==> config.mk <==
export PLATFORM = sky130hd
export DESIGN_NAME = axi4lite_regbank_slave
export DESIGN_NICKNAME = d
export VERILOG_FILES = /design/src/rtl/axi4lite_pkg.sv /design/src/rtl/axi4lite_rd_lat_ctr.sv /design/src/rtl/axi4lite_regbank_slave.sv
export SDC_FILE = /design/constraint.sdc
export NUM_CORES = 1
export LEC_CHECK = 0
export BUFFER_PORTS_ARGS = -buffer_cell sky130_fd_sc_hd__buf_2
export CORE_MARGIN = 3
export CORE_UTILIZATION = 25
export CTS_CLUSTER_SIZE = 24
export DETAILED_ROUTE_END_ITERATION = 10
export SYNTH_ARGS = -nofsm -noshare
export SYNTH_HDL_FRONTEND = slang
export SYNTH_SLANG_ARGS = --single-unit
export TNS_END_PERCENT = 100
==> constraint.sdc <==
create_clock -name aclk -period 2.16 [get_ports aclk]
set_clock_uncertainty 0.2 [all_clocks]
set_input_delay 0.108 -clock aclk [delete_from_list [all_inputs] [get_ports aclk]]
set_output_delay 0.108 -clock aclk [all_outputs]
set_load 0.05 [all_outputs]
==> src/rtl/axi4lite_pkg.sv <==
// Shared types for the AXI4-Lite register bank slave:
// response codes, FSM states and an elaboration-time log2 helper.
package axi4lite_pkg;

   localparam logic [1:0] RESP_OKAY   = 2'b00;
   localparam logic [1:0] RESP_SLVERR = 2'b10;

   typedef enum logic [1:0] {
      W_COLLECT,
      W_ISSUE,
      W_RESP
   } wr_state_t;

   typedef enum logic [1:0] {
      R_IDLE,
      R_WAIT,
      R_RESP
   } rd_state_t;

   function automatic int clog2(input int v);
      int r;
      r = 0;
      while ((1 << r) < v) r = r + 1;
      return r;
   endfunction

endpackage

==> src/rtl/axi4lite_rd_lat_ctr.sv <==
// Backing-memory read latency counter; pulses cap in the cycle
// mem_rd_data becomes valid (same cycle as start when RD_LAT is 0).
module axi4lite_rd_lat_ctr #(
   parameter int RD_LAT = 1
) (
   input  logic aclk,
   input  logic aresetn,
   input  logic start,
   output logic cap
);

   logic [1:0] cnt;

   always_ff @(posedge aclk or negedge aresetn) begin
      if (!aresetn) begin
         cnt <= '0;
      end else if (start) begin
         cnt <= 2'(RD_LAT);
      end else if (cnt != 2'd0) begin
         cnt <= cnt - 2'd1;
      end
   end

   assign cap = (RD_LAT == 0) ? start : (cnt == 2'd1);

endmodule

==> src/rtl/axi4lite_regbank_slave.sv <==
// AXI4-Lite slave bridging to a word-indexed register bank / BRAM,
// with independent AW/W capture, range decode and fixed read latency.
module axi4lite_regbank_slave
   import axi4lite_pkg::*;
#(
   parameter  int ADDR_W   = 32,
   parameter  int DATA_W   = 32,
   parameter  int NUM_REGS = 64,
   parameter  int RD_LAT   = 1,
   localparam int STRB_W   = DATA_W / 8,
   localparam int OFS      = clog2(STRB_W),
   localparam int IDX_W    = (NUM_REGS > 1) ? clog2(NUM_REGS) : 1
) (
   input  logic              aclk,
   input  logic              aresetn,
   input  logic              awvalid,
   output logic              awready,
   input  logic [ADDR_W-1:0] awaddr,
   input  logic [2:0]        awprot,
   input  logic              wvalid,
   output logic              wready,
   input  logic [DATA_W-1:0] wdata,
   input  logic [STRB_W-1:0] wstrb,
   output logic              bvalid,
   input  logic              bready,
   output logic [1:0]        bresp,
   input  logic              arvalid,
   output logic              arready,
   input  logic [ADDR_W-1:0] araddr,
   input  logic [2:0]        arprot,
   output logic              rvalid,
   input  logic              rready,
   output logic [DATA_W-1:0] rdata,
   output logic [1:0]        rresp,
   output logic              mem_wr_en,
   output logic [IDX_W-1:0]  mem_wr_idx,
   output logic [DATA_W-1:0] mem_wr_data,
   output logic [STRB_W-1:0] mem_wr_strb,
   output logic              mem_rd_en,
   output logic [IDX_W-1:0]  mem_rd_idx,
   input  logic [DATA_W-1:0] mem_rd_data
);

   function automatic logic oor(input logic [ADDR_W-1:0] a);
      return (a >> OFS) >= ADDR_W'(NUM_REGS);
   endfunction

   function automatic logic [IDX_W-1:0] idx(input logic [ADDR_W-1:0] a);
      return IDX_W'(a >> OFS);
   endfunction

   wr_state_t wr_state, wr_next;
   rd_state_t rd_state, rd_next;
   logic aw_held, w_held, aw_oor;
   logic aw_hs, w_hs, ar_hs, ar_oor, cap;

   logic unused_prot;
   assign unused_prot = ^{awprot, arprot};

   assign awready = (wr_state == W_COLLECT) & ~aw_held;
   assign wready  = (wr_state == W_COLLECT) & ~w_held;
   assign aw_hs   = awvalid & awready;
   assign w_hs    = wvalid & wready;
   assign bvalid  = (wr_state == W_RESP);

   always_comb begin
      wr_next = wr_state;
      unique case (wr_state)
         W_COLLECT:
            if ((aw_held | aw_hs) & (w_held | w_hs)) wr_next = W_ISSUE;
         W_ISSUE:
            wr_next = W_RESP;
         W_RESP:
            if (bready) wr_next = W_COLLECT;
         default:
            wr_next = W_COLLECT;
      endcase
   end

   // Holding registers double as the registered mem_wr_* outputs.
   always_ff @(posedge aclk or negedge aresetn) begin
      if (!aresetn) begin
         wr_state    <= W_COLLECT;
         aw_held     <= 1'b0;
         w_held      <= 1'b0;
         aw_oor      <= 1'b0;
         mem_wr_en   <= 1'b0;
         mem_wr_idx  <= '0;
         mem_wr_data <= '0;
         mem_wr_strb <= '0;
         bresp       <= RESP_OKAY;
      end else begin
         wr_state  <= wr_next;
         mem_wr_en <= 1'b0;
         if (aw_hs) begin
            aw_held    <= 1'b1;
            aw_oor     <= oor(awaddr);
            mem_wr_idx <= idx(awaddr);
         end
         if (w_hs) begin
            w_held      <= 1'b1;
            mem_wr_data <= wdata;
            mem_wr_strb <= wstrb;
         end
         if (wr_state == W_COLLECT && wr_next == W_ISSUE)
            mem_wr_en <= aw_hs ? ~oor(awaddr) : ~aw_oor;
         if (wr_state == W_ISSUE)
            bresp <= aw_oor ? RESP_SLVERR : RESP_OKAY;
         if (wr_state == W_RESP && bready) begin
            aw_held <= 1'b0;
            w_held  <= 1'b0;
         end
      end
   end

   assign arready = (rd_state == R_IDLE);
   assign ar_hs   = arvalid & arready;
   assign ar_oor  = oor(araddr);
   assign rvalid  = (rd_state == R_RESP);

   always_comb begin
      rd_next = rd_state;
      unique case (rd_state)
         R_IDLE:
            if (arvalid) rd_next = ar_oor ? R_RESP : R_WAIT;
         R_WAIT:
            if (cap) rd_next = R_RESP;
         R_RESP:
            if (rready) rd_next = R_IDLE;
         default:
            rd_next = R_IDLE;
      endcase
   end

   always_ff @(posedge aclk or negedge aresetn) begin
      if (!aresetn) begin
         rd_state   <= R_IDLE;
         mem_rd_en  <= 1'b0;
         mem_rd_idx <= '0;
         rdata      <= '0;
         rresp      <= RESP_OKAY;
      end else begin
         rd_state  <= rd_next;
         mem_rd_en <= 1'b0;
         if (ar_hs) begin
            mem_rd_idx <= idx(araddr);
            mem_rd_en  <= ~ar_oor;
            if (ar_oor) begin
               rdata <= '0;
               rresp <= RESP_SLVERR;
            end
         end
         if (rd_state == R_WAIT && cap) begin
            rdata <= mem_rd_data;
            rresp <= RESP_OKAY;
         end
      end
   end

   axi4lite_rd_lat_ctr #(
      .RD_LAT (RD_LAT)
   ) u_lat (
      .aclk    (aclk),
      .aresetn (aresetn),
      .start   (mem_rd_en),
      .cap     (cap)
   );

endmodule

**Word-level counts from Yosys, hierarchy flattened**

Cells that the tools add are included.

- Register bits: 95

- Equality and inequality tests: 9
- Order comparisons: 2
- Mux-type cells: 24
- Bitwise operators: 13
- Add/subtract/negate cells: 1
- Reductions and logical operators: 13

Operators with widths:

| operator | number |
|---|---|
| 32-bit 2-to-1 mux | 3 |
| 30-bit by 7-bit >= comparator with 1-bit output, second input constant | 2 |
| 2-bit 2-to-1 mux | 12 |
| 2-bit case mux with 3 select lines | 2 |
| 2-bit nonzero test | 6 |
| 2-bit by 1-bit equality test with 1-bit output, second input constant | 4 |
| 1-bit 2-to-1 mux | 7 |
| 1-bit AND | 6 |
| 1-bit NOT | 5 |
| 2-bit equality test, second input constant | 2 |
| 2-bit logical NOT | 2 |
| 2-bit != test, second input constant | 2 |
| 1-bit logical AND | 3 |
| 3-bit AND reduction | 1 |
| 2-bit by 1-bit != test with 1-bit output, second input constant | 1 |
| 1-bit OR | 2 |
| 2-bit AND reduction | 1 |
| 2-bit by 1-bit subtractor with 2-bit output, second input constant | 1 |

**Depth between registers and ports, before layout**

Gate-level depths: netlist (run 1).

- Depth after elaboration: 10
- Depth in mapped cells: 8
- Gate-level depth less buffers: 6

**By module**

Synthesis (run 1) repeated with hierarchy kept, for this count alone.

- Cells, all modules: 309
- Area total of the unflattened synthesis: 3906.2 um^2

Modules (own cells, without submodules):

| module | seq. area each (um^2) | cells each | times used | area each (um^2) |
|---|---|---|---|---|
| axi4lite_regbank_slave | 2277.2 | 299 | 1 | 3794.9 |
| axi4lite_rd_lat_ctr | 50.0 | 10 | 1 | 111.4 |

**Least setup slack after synthesis (run 1)**

OpenSTA, ideal clock, no wires.

- Kind: register -> register
- Start: register wr_state[0]
- End: register mem_wr_data[10]
- Stages on the path, launching flop included: 6
- Path slack: -0.169 ns
- Data arrival time: 2.004 ns
- Path buffers: 2
- Period minus slack after synthesis: 2.329 ns
- Setup time: 0.125 ns
- Cell sequence: dfrtp_1 -> nor3_2 -> and2_4 -> buf_6 -> buf_12 -> mux2_4

- Longest elaborated chain between the ends: 3

Ends and longest elaborated chain:

| item | line | text |
|---|---|---|
| start, declared | axi4lite_regbank_slave.sv:52 | `wr_state_t wr_state, wr_next;` |
| start signal, assigned | axi4lite_regbank_slave.sv:93 | `wr_state <= wr_next;` |
| 2-bit logical NOT | axi4lite_regbank_slave.sv:61 | `assign wready = (wr_state == W_COLLECT) & ~w_held;` |
| 1-bit AND | axi4lite_regbank_slave.sv:61 |  |
| named net wready | axi4lite_regbank_slave.sv:21 | `output logic wready,` |
| 1-bit AND | axi4lite_regbank_slave.sv:63 | `assign w_hs = wvalid & wready;` |
| end signal, assigned | axi4lite_regbank_slave.sv:102 | `mem_wr_data <= wdata;` |
| end, declared | axi4lite_regbank_slave.sv:37 | `output logic [DATA_W-1:0] mem_wr_data,` |

The timed path passes the listed nets, and every way through them passes these cells.
A chain may end at the register's enable or synchronous reset.

**Final worst setup path (run 1)**

- Start: input port araddr[22]
- End: register rd_state[0]

- Longest elaborated chain between the ends: 4

Ends and longest elaborated chain:

| item | line | text |
|---|---|---|
| start, declared | axi4lite_regbank_slave.sv:29 | `input logic [ADDR_W-1:0] araddr,` |
| 30-bit by 7-bit >= comparator with 1-bit output | axi4lite_regbank_slave.sv:45 | `return (a >> OFS) >= ADDR_W'(NUM_REGS);` |
| 2-bit 2-to-1 mux (2 in a row) | axi4lite_regbank_slave.sv:125 | `if (arvalid) rd_next = ar_oor ? R_RESP : R_WAIT;` |
| 2-bit case mux with 3 select lines | axi4lite_regbank_slave.sv:123 | `unique case (rd_state)` |
| end signal, assigned | axi4lite_regbank_slave.sv:143 | `rd_state <= rd_next;` |
| end, declared | axi4lite_regbank_slave.sv:53 | `rd_state_t rd_state, rd_next;` |

No other way between the ends. The select of a mux whose other input is x is not followed.

==> flow_summary.rst, run 1 <==
.. list-table::
   :header-rows: 1

   * - Metric
     - Value
   * - Filler-free cell count of the finished design
     - between 800 and 900
   * - Total power divided by cell area
     - 1110 mW/mm^2
   * - Launch instance of the worst register-to-register path
     - wr_state[0]
   * - Starting DRT DRC Count
     - 131
   * - Number of buffers on the longest clock path
     - 2
   * - Clock tree from TritonCTS
     - yes
   * - Final routed wire length divided by cell count
     - 13.8 um
   * - Grt total ovfl
     - 0
   * - Die Y-Extent
     - 131 um
   * - Cell Rows
     - between 40 and 50
   * - Number of top-level pins
     - approximately 240
   * - Number of setup buffers added after CTS
     - 0
   * - Count of endpoints failing hold in the final timing report
     - 0
   * - Share of the clock period used by the worst path
     - between 90% and 100%
   * - Post-Synthesis Cell Area
     - ~0.0039 mm^2
   * - Run status
     - finished clean
   * - Port bufs
     - 223
   * - Largest net degree at the start of global routing
     - 48
   * - Hold crit path type
     - in2async
   * - Register-to-register setup slack
     - 0.28 ns
   * - Simple logic cell fraction of the synthesized area
     - 12.1%
   * - Later-pin clock latency in the skew report
     - 0.34 ns
   * - Syn Inst Count
     - ~310
   * - DP HPWL
     - 7920 um
   * - Max-cap violations
     - 0
   * - Combinational family with the most area after synthesis
     - multiplexers
   * - Area grow syn2layout
     - 67.8%
   * - Remaining antenna violation count after routing
     - 0
   * - Top fanout value on the critical path
     - 2
   * - Total CTS buffers
     - 9
   * - Share of async-settable or async-resettable flops after synthesis
     - 100%
   * - Antenna diodes
     - 0
   * - Via count of the first global-routing pass
     - a little under 4000
   * - Clk root buf
     - clkbuf_16
   * - Tightest slew margin relative to the limit
     - about three fifths
   * - Time the final worst path needs with I/O delays and setup
     - 2.03 ns
   * - CP startpoint kind
     - input port
   * - Share of synthesized area spent on multiplexers
     - between 10% and 20%
   * - Highest achievable clock rate
     - around 0.49 GHz
   * - Fill count
     - ~1400
   * - Vias
     - between 3000 and 4000
   * - Category of the worst setup path capture point
     - flip-flop
   * - Total Routing Usage GR
     - around 14%
   * - Remaining design rule violation count
     - 0
   * - Number of levels in the clock H-tree
     - 3
   * - #FFs+latches synth
     - 93
   * - Number of detailed-routing iterations run before antenna repair
     - 4
   * - Standard cell core area
     - 0.0153 mm^2
   * - Required time at the worst-slack endpoint
     - 2.23 ns
   * - Classification of the worst setup path
     - in2reg
   * - Placer Congestion
     - 0.729
   * - Worst-Margin Slew
     - just under 0.6 ns
   * - Clock-pin slew reported for the worst setup and hold paths after clock tree synthesis
     - ~0.070 ns
   * - Cells on worst reg2reg path
     - 4
   * - Setup_tns
     - 0 ns
   * - Final layout net count
     - ~790
   * - Post-synthesis adder-cell area fraction
     - 0.641%
   * - Routed via count divided by cell count
     - between 4 and 5
   * - Global-route wire length before repair
     - roughly 18000 um
   * - Reg-to-reg critical path endpoint
     - mem_wr_data[31]
   * - Max-slew violation count
     - 0
   * - Peak VDD IR
     - about 710 uV
   * - # setup viols final
     - 0
   * - Initial Util
     - roughly a quarter
   * - Aggregate routed wire length
     - between 10000 and 15000 um
   * - Fraction of the mapped netlist area in compound gates
     - ~5.9%
   * - Library cells used by synthesis
     - 38
   * - Reg area
     - approximately 0.0023 mm^2
   * - CP startpoint
     - araddr[22]
   * - Antenna violations before repair
     - 0
   * - Ys flop type
     - dfrtp_1
   * - Crit path arrival time
     - between 2 and 2.5 ns
   * - Dpl cells
     - 737
   * - Share of cells above drive strength 1
     - between 40% and 50%
   * - Unrepaired setup endpoints after global routing
     - false
   * - Die extent in x
     - between 100 and 150 um
   * - Static power due to leakage
     - between 3 and 4 nW
   * - Endpoint of the most critical setup path
     - rd_state[0]
   * - Avg Inst Size Synth
     - roughly 13 um^2
   * - Area of the die
     - 0.0172 mm^2
   * - Share of the synthesized netlist area taken by xor and xnor gates
     - less than 1%
   * - Clock sink count
     - between 90 and 100
   * - Sequential area share after synthesis
     - 59.6%
   * - Post-synth EDFFs
     - 0
   * - Yosys warning total
     - 0
   * - Combined area of the multi-input logic cells
     - about 0.0014 mm^2
## through the flow
step,instance area [um^2],hold WS (ns),total power (W),utilization (%),worst slack (ns)
after floorplan,3920,-0.388,0.00495,-,0.0540
after global placement,5250,-0.179,0.00564,34.4,0.335
after detailed placement,5250,-0.172,0.00569,34.4,0.292
after CTS,6540,0.0111,0.00738,42.9,0.0623
after global routing,6550,0.0162,0.00763,42.9,0.0251
final,6550,0.00828,0.00730,42.9,0.125
## critical path, stage by stage
cell           delay [ns]
dlygate4sd3_1        0.54
buf_2                0.12
nor4_1               0.27
nand4_1              0.14
dlygate4sd3_1        0.60
nor3b_2              0.20
o21bai_1             0.12
## layout make-up
cell class                 count  area share [%]
clock buffer                  10            3.65
clock inverter                 6           0.726
inverter                       6           0.344
multi-input combinational    196            21.7
sequential                    93            35.5
tap                          211            4.03
timing repair buffer         332            34.0
## Yosys cell counts (2+ instances only)
master	number	area (um^2)
nand2b_1	2	12.5
nand2_1	65	244
dfrtp_1	93	2330
buf_4	2	15.0
buf_6	4	45.0
a21oi_1	3	15.0
buf_12	3	60.1
inv_1	6	22.5
mux2_4	29	435
ha_1	2	25.0
mux2_2	20	225
o21ai_0	30	150
nand4_1	2	12.5
nor4_1	12	75.1
nor2_1	7	26.3
o21ai_1	3	15.0
clkbuf_1	6	22.5
buf_2	2	10.0
## power breakdown
| group | internal (W) | switching, W | total, W |
|---|---|---|---|
| registers | 0.00219 | 0.000282 | 0.00247 |
| clock network | 0.000820 | 0.000678 | 0.00150 |
| logic | 0.00118 | 0.00215 | 0.00333 |
| total | 0.00419 | 0.00311 | 0.00730 |
## how the worst min path moves through the flow
stage	start	endpoint	depth (start not counted)
after detailed placement	aresetn	wr_state[1]	1
after global placement	aresetn	w_held	1
after floorplan	aresetn	aw_held	0
final	aresetn	wr_state[1]	2
after CTS	aresetn	wr_state[1]	2
after global routing	aresetn	wr_state[1]	2
## registers in the layout, indices dropped and copies added (netlist names)
register and count:
rdata 32, u_lat.cnt 2, rd_state 2, w_held 1, mem_rd_en 1, wr_state 2, mem_wr_en 1, bresp 1
mem_wr_idx 6, aw_held 1, mem_wr_strb 4, mem_wr_data 32, rresp 1, aw_oor 1, mem_rd_idx 6
## what timing repair did
item | in CTS | in global routing
resized for setup | 0 | 1
setup endpoints to repair | 0 | 1
endpoints found under the hold margin | 182 | 0
hold buffers | 101 | 0
## placed cells by master (no fill, tap or decap), drive strengths merged, types with 2 or more instances in the layout
master,netlist,routed
buf,11,231
dlygate4sd3,0,101
dfrtp,93,93
nand2,65,65
mux2,49,49
o21ai,33,33
nor4,12,12
clkbuf,6,10
nor2,8,8
inv,6,7
clkinv,0,4
a21oi,3,3
nand4,2,2
nand2b,2,2
ha,2,2
conb,1,2
nor3,2,2
and2,2,2
## routing by layer
| layer | up-vias | wire, um | global-route usage, % |
|---|---|---|---|
| met5 | - | 0 | 0 |
| met4 | 0 | 246 | 5.14 |
| met3 | 20 | 672 | 3.70 |
| met2 | 139 | 6450 | 25.8 |
| met1 | 1766 | 4390 | 14.1 |
| li1 | 1706 | - | - |
## cells by family after synthesis
logic type               Yosys count
adder cells (fa/ha/maj)            2
multiplexers                      49
other                              1
AO/OA/AOI/OAI                     42
buffers and inverters             23
flip-flops                        93
AND/OR/NAND/NOR                  100
XOR/XNOR                           1
No activity file was read; power rests on OpenSTA's default activity.
==> run 2, diff against run 1 <==
--- a/config.mk
+++ b/config.mk
@@ -5,6 +5,7 @@
 export SDC_FILE = /design/constraint.sdc
 export NUM_CORES = 1
 export LEC_CHECK = 0
+export ABC_AREA = 1
 export BUFFER_PORTS_ARGS = -buffer_cell sky130_fd_sc_hd__buf_2
 export CORE_MARGIN = 3
 export CORE_UTILIZATION = 25
==> run 2 against run 1 <==
The run now ends with negative hold slack left. Core utilization increased by 2.9 points. Count of clock-buffer cells in the layout unchanged. Non-clock buffer count increased by 19. Worst hold slack got worse by 0.012 ns. Sequential power about the same. Critical path depth increased by 2. Final cell count increased by 5.5%. First-iteration DRC count increased by 4.6%. Largest power group unchanged.
==> flow_summary.rst, run 2 <==
.. list-table::
   :header-rows: 1

   * - Metric
     - Value
   * - Global-route wire length before repair
     - 19400 um (was 18400 um)
   * - Final Core Density
     - 45.8% (was 42.9%)
   * - Peak VDD IR
     - 514 uV (was 706 uV)
   * - Aggregate routed wire length
     - 13100 um (was 11800 um)
   * - Share of the clock period used by the worst path
     - 91.4% (was 94.2%)
   * - Cell chain of the critical path
     - dlygate4sd3_1, buf_2, nor2_1, nand2_1, nor2_1, dlygate4sd3_1, nand3_1, a21oi_1, nor2_1 (was dlygate4sd3_1, buf_2, nor4_1, nand4_1, dlygate4sd3_1, nor3b_2, o21bai_1)
   * - Share of cells above drive strength 1
     - 41.7% (was 47.6%)
   * - Via count of the first global-routing pass
     - 4111 (was 3931)
   * - Classification of the worst setup path
     - in2reg (unchanged)
   * - Ys flop type
     - dfrtp_1 (unchanged)
   * - Final layout net count
     - 859 (was 785)
   * - Total Routing Usage GR
     - 14.8% (was 13.6%)
   * - Hold slack
     - -0.00341 ns (was 0.00828 ns)
   * - Largest net degree at the start of global routing
     - 44 (was 48)
   * - Setup WS pre-CTS
     - 0.430 ns (was 0.292 ns)
   * - Dominant cells by area after synthesis
     - dfrtp_1 61%, nand2_1 13%, mux2_4 7.1%, mux2_2 7.1%, nor2_1 3.9% (was dfrtp_1 60%, mux2_4 11%, nand2_1 6.3%, mux2_2 5.8%, o21ai_0 3.8%)
   * - Dpl cells
     - 762 (was 737)
   * - Top cell type's share of synthesized area
     - 61.1% (was 59.6%)
   * - Critical-path top delay cell
     - dlygate4sd3_1 (unchanged)
   * - Sequential group share of total power
     - 32.5% (was 33.8%)
   * - Launch instance of the worst register-to-register path
     - u_lat.cnt[0] (was wr_state[0])
   * - Unrepaired setup endpoints after global routing
     - false (unchanged)
   * - Area of the die
     - 0.0168 mm^2 (was 0.0172 mm^2)
   * - Grt total ovfl
     - 0 (unchanged)
   * - # setup viols final
     - 0 (unchanged)
   * - Standard cell core area
     - 0.0147 mm^2 (was 0.0153 mm^2)
   * - Most used cells in the layout excluding fill and tap cells
     - 222 x buf_2, 135 x nand2_1, 119 x dlygate4sd3_1 (was 222 x buf_2, 101 x dlygate4sd3_1, 93 x dfrtp_1)
   * - Cell Int Power
     - 0.00429 W (was 0.00419 W)
   * - Most prevalent standard cell on the critical path
     - nor2_1 (was dlygate4sd3_1)
   * - Syn Inst Count
     - 361 (was 311)
   * - CP startpoint
     - araddr[9] (was araddr[22])
   * - Time the final worst path needs with I/O delays and setup
     - 1.97 ns (was 2.03 ns)
   * - DP HPWL
     - 7880 um (was 7920 um)
   * - Later-pin clock latency in the skew report
     - 0.34 ns (about the same)
   * - Most common library cells after synthesis
     - 136 x nand2_1, 93 x dfrtp_1, 40 x nor2_1 (was 93 x dfrtp_1, 65 x nand2_1, 30 x o21ai_0)
   * - Required time at the worst-slack endpoint
     - 2.18 ns (was 2.23 ns)
   * - Final routed wire length divided by cell count
     - 14.6 um (was 13.8 um)
   * - Placer Congestion
     - 0.767 (was 0.729)
   * - Number of detailed-routing iterations run before antenna repair
     - 4 (unchanged)
   * - Vias
     - 3852 (was 3631)
   * - Setup_tns
     - 0 ns (unchanged)
   * - Crit-path leading delay family
     - buffers and inverters (unchanged)
   * - Antenna violations before repair
     - 0 (unchanged)
   * - Failing checks
     - negative hold slack
   * - Reg area
     - 0.00233 mm^2 (unchanged)
   * - Library cells used by synthesis
     - 23 (was 38)
   * - Most frequent standard cell in the layout excluding fill and tap cells
     - buf_2 (unchanged)
   * - Clk root buf
     - clkbuf_16 (unchanged)
   * - Starting DRT DRC Count
     - 137 (was 131)
   * - Remaining design rule violation count
     - 0 (unchanged)
   * - Highest achievable clock rate
     - 0.507 GHz (was 0.491 GHz)
   * - Cells on worst reg2reg path
     - 7 (was 4)
   * - Hold crit path type
     - in2reg (was in2async)
   * - Port bufs
     - 223 (unchanged)
   * - Initial Util
     - 25.9% (was 25.6%)
   * - #FFs+latches synth
     - 93 (unchanged)
   * - Die Y-Extent
     - 129 um (was 131 um)
   * - Remaining antenna violation count after routing
     - 0 (unchanged)
   * - Static power due to leakage
     - 3.66 nW (was 3.20 nW)
   * - Filler-free cell count of the finished design
     - 901 (was 854)
   * - Crit path arrival time
     - 1.99 ns (was 2.10 ns)
   * - Clock tree from TritonCTS
     - yes (unchanged)
   * - Total CTS buffers
     - 9 (unchanged)
   * - Run status
     - finished with violations (was finished clean)
   * - Switching share of power
     - 43.7% (was 42.7%)
   * - Top fanout value on the critical path
     - 3 (was 2)
   * - Register-to-register setup slack
     - 0.40 ns (was 0.28 ns)
   * - Routed via count divided by cell count
     - 4.28 (was 4.25)
   * - Number of levels in the clock H-tree
     - 3 (unchanged)
   * - Share of async-settable or async-resettable flops after synthesis
     - 100% (unchanged)
   * - Cell Rows
     - 44 (was 45)
   * - Count leader, synth
     - nand2_1 (was dfrtp_1)
   * - Post-synth EDFFs
     - 0 (unchanged)
   * - Avg Inst Size Synth
     - 10.6 um^2 (was 12.6 um^2)
   * - Clock-pin slew reported for the worst setup and hold paths after clock tree synthesis
     - 0.06 ns (was 0.07 ns)
   * - Max-slew violation count
     - 0 (unchanged)
   * - Die extent in x
     - 129 um (was 131 um)
   * - Setup slack of the critical path after layout
     - 0.187 ns (was 0.125 ns)
   * - CP startpoint kind
     - input port (unchanged)
   * - Net switching component of the power
     - 0.00333 W (was 0.00311 W)
   * - Reg-to-reg critical path endpoint
     - rdata[1] (was mem_wr_data[31])
   * - Clk network pwr share
     - 20.4% (was 20.5%)
   * - Max-cap violations
     - 0 (unchanged)
   * - Count of endpoints failing hold in the final timing report
     - 1 (was 0)
   * - Category of the worst setup path capture point
     - flip-flop (unchanged)
   * - Sequential area share after synthesis
     - 61.1% (was 59.6%)
   * - Antenna diodes
     - 0 (unchanged)
   * - Number of top-level pins
     - 236 (unchanged)
   * - Clock sink count
     - 93 (unchanged)
   * - Fill count
     - 1332 (was 1407)
   * - Combined area of the multi-input logic cells
     - 0.00137 mm^2 (was 0.00142 mm^2)
   * - End point of the most critical hold path
     - mem_rd_en
   * - Worst Hold Launch
     - araddr[29]
   * - Largest registers ranked by flip-flop count
     - mem_wr_data x32, rdata x32 (unchanged)
   * - Total power divided by cell area
     - 1130 mW/mm^2 (was 1110 mW/mm^2)
   * - Combinational cell fraction of total power
     - 47.1% (was 45.7%)
   * - Number of buffers on the longest clock path
     - 2 (unchanged)
   * - Biggest cell delay along the critical path
     - 0.59 ns (was 0.60 ns)
   * - Worst hold path cell count
     - 6
   * - Area grow syn2layout
     - 76.6% (was 67.8%)
   * - Biggest area consumer among synthesized cells
     - dfrtp_1 (unchanged)
   * - Yosys warning total
     - 0 (unchanged)
   * - Buffers and inverters on the worst path
     - 3 (unchanged)
   * - Post-Synthesis Cell Area
     - 0.00381 mm^2 (was 0.00390 mm^2)
[run 2: worst max path at each step]
| stage | endpoint | cells after the start |
|---|---|---|
| after floorplan | rdata[10] | 7 |
| after global placement | mem_wr_data[28] | 6 |
| after detailed placement | mem_wr_data[24] | 6 |
| after CTS | rdata[26] | 11 |
| after global routing | rresp[1] | 9 |
| final | rresp[1] | 9 |
[run 2: cell type report]
class | instances | share of cell area, %
timing repair buffer | 351 | 36.5
sequential | 93 | 34.6
multi-input combinational | 242 | 20.3
tap | 184 | 3.42
clock buffer | 10 | 3.40
clock inverter | 6 | 0.948
inverter | 15 | 0.837
[run 2: what timing repair did]
action,4_1_cts,5_1_grt
hold endpoints to repair,182,0
buffers inserted,0,1
resized for setup,0,7
setup endpoints to repair,0,33
hold buffers,124,0
[run 2: power groups by stage]
stage	combinational, W	clock (W)	sequential, W
global placement	0.00334	0	0.00248
floorplan	0.00102	0	0.00403
detailed placement	0.00340	0	0.00249
global route	0.00376	0.00170	0.00253
finish	0.00359	0.00156	0.00248
CTS	0.00357	0.00163	0.00247
[run 2: metrics by stage]
step	area, um^2	power, W	hold slack (ns)
floorplan	3820	0.00504	-0.388
global placement	5150	0.00581	-0.109
detailed placement	5150	0.00589	-0.0941
global route	6730	0.00799	0.0488
finish	6730	0.00762	-0.00341
CTS	6690	0.00767	0.000855
[run 2: metal layers]
metal	track usage, %	wire length [um]
met1	14.9	4880
met2	27.7	6980
met3	3.26	719
met4	8.74	540
met5	0	0
[run 2: worst min-delay path, cell delays in order]
cell and delay [ns]:
buf_2 0.07, nor2_1 0.04, nand2_1 0.06, nor2_2 0.05
nand3_1 0.11, nor2_1 0.05
[run 2: kinds of logic (layout without fill, tap and decap cells)]
logic type / after synthesis / in the layout / synth area share, %
other: 1 / 2 / 0.0984
and+or+nand+nor: 185 / 185 / 18.8
DFF: 93 / 93 / 61.1
adders and majority gates: 2 / 2 / 0.656
AOI/OAI and AO/OA: 11 / 11 / 1.61
muxes: 42 / 42 / 14.2
buffers and inverters: 27 / 382 / 3.58
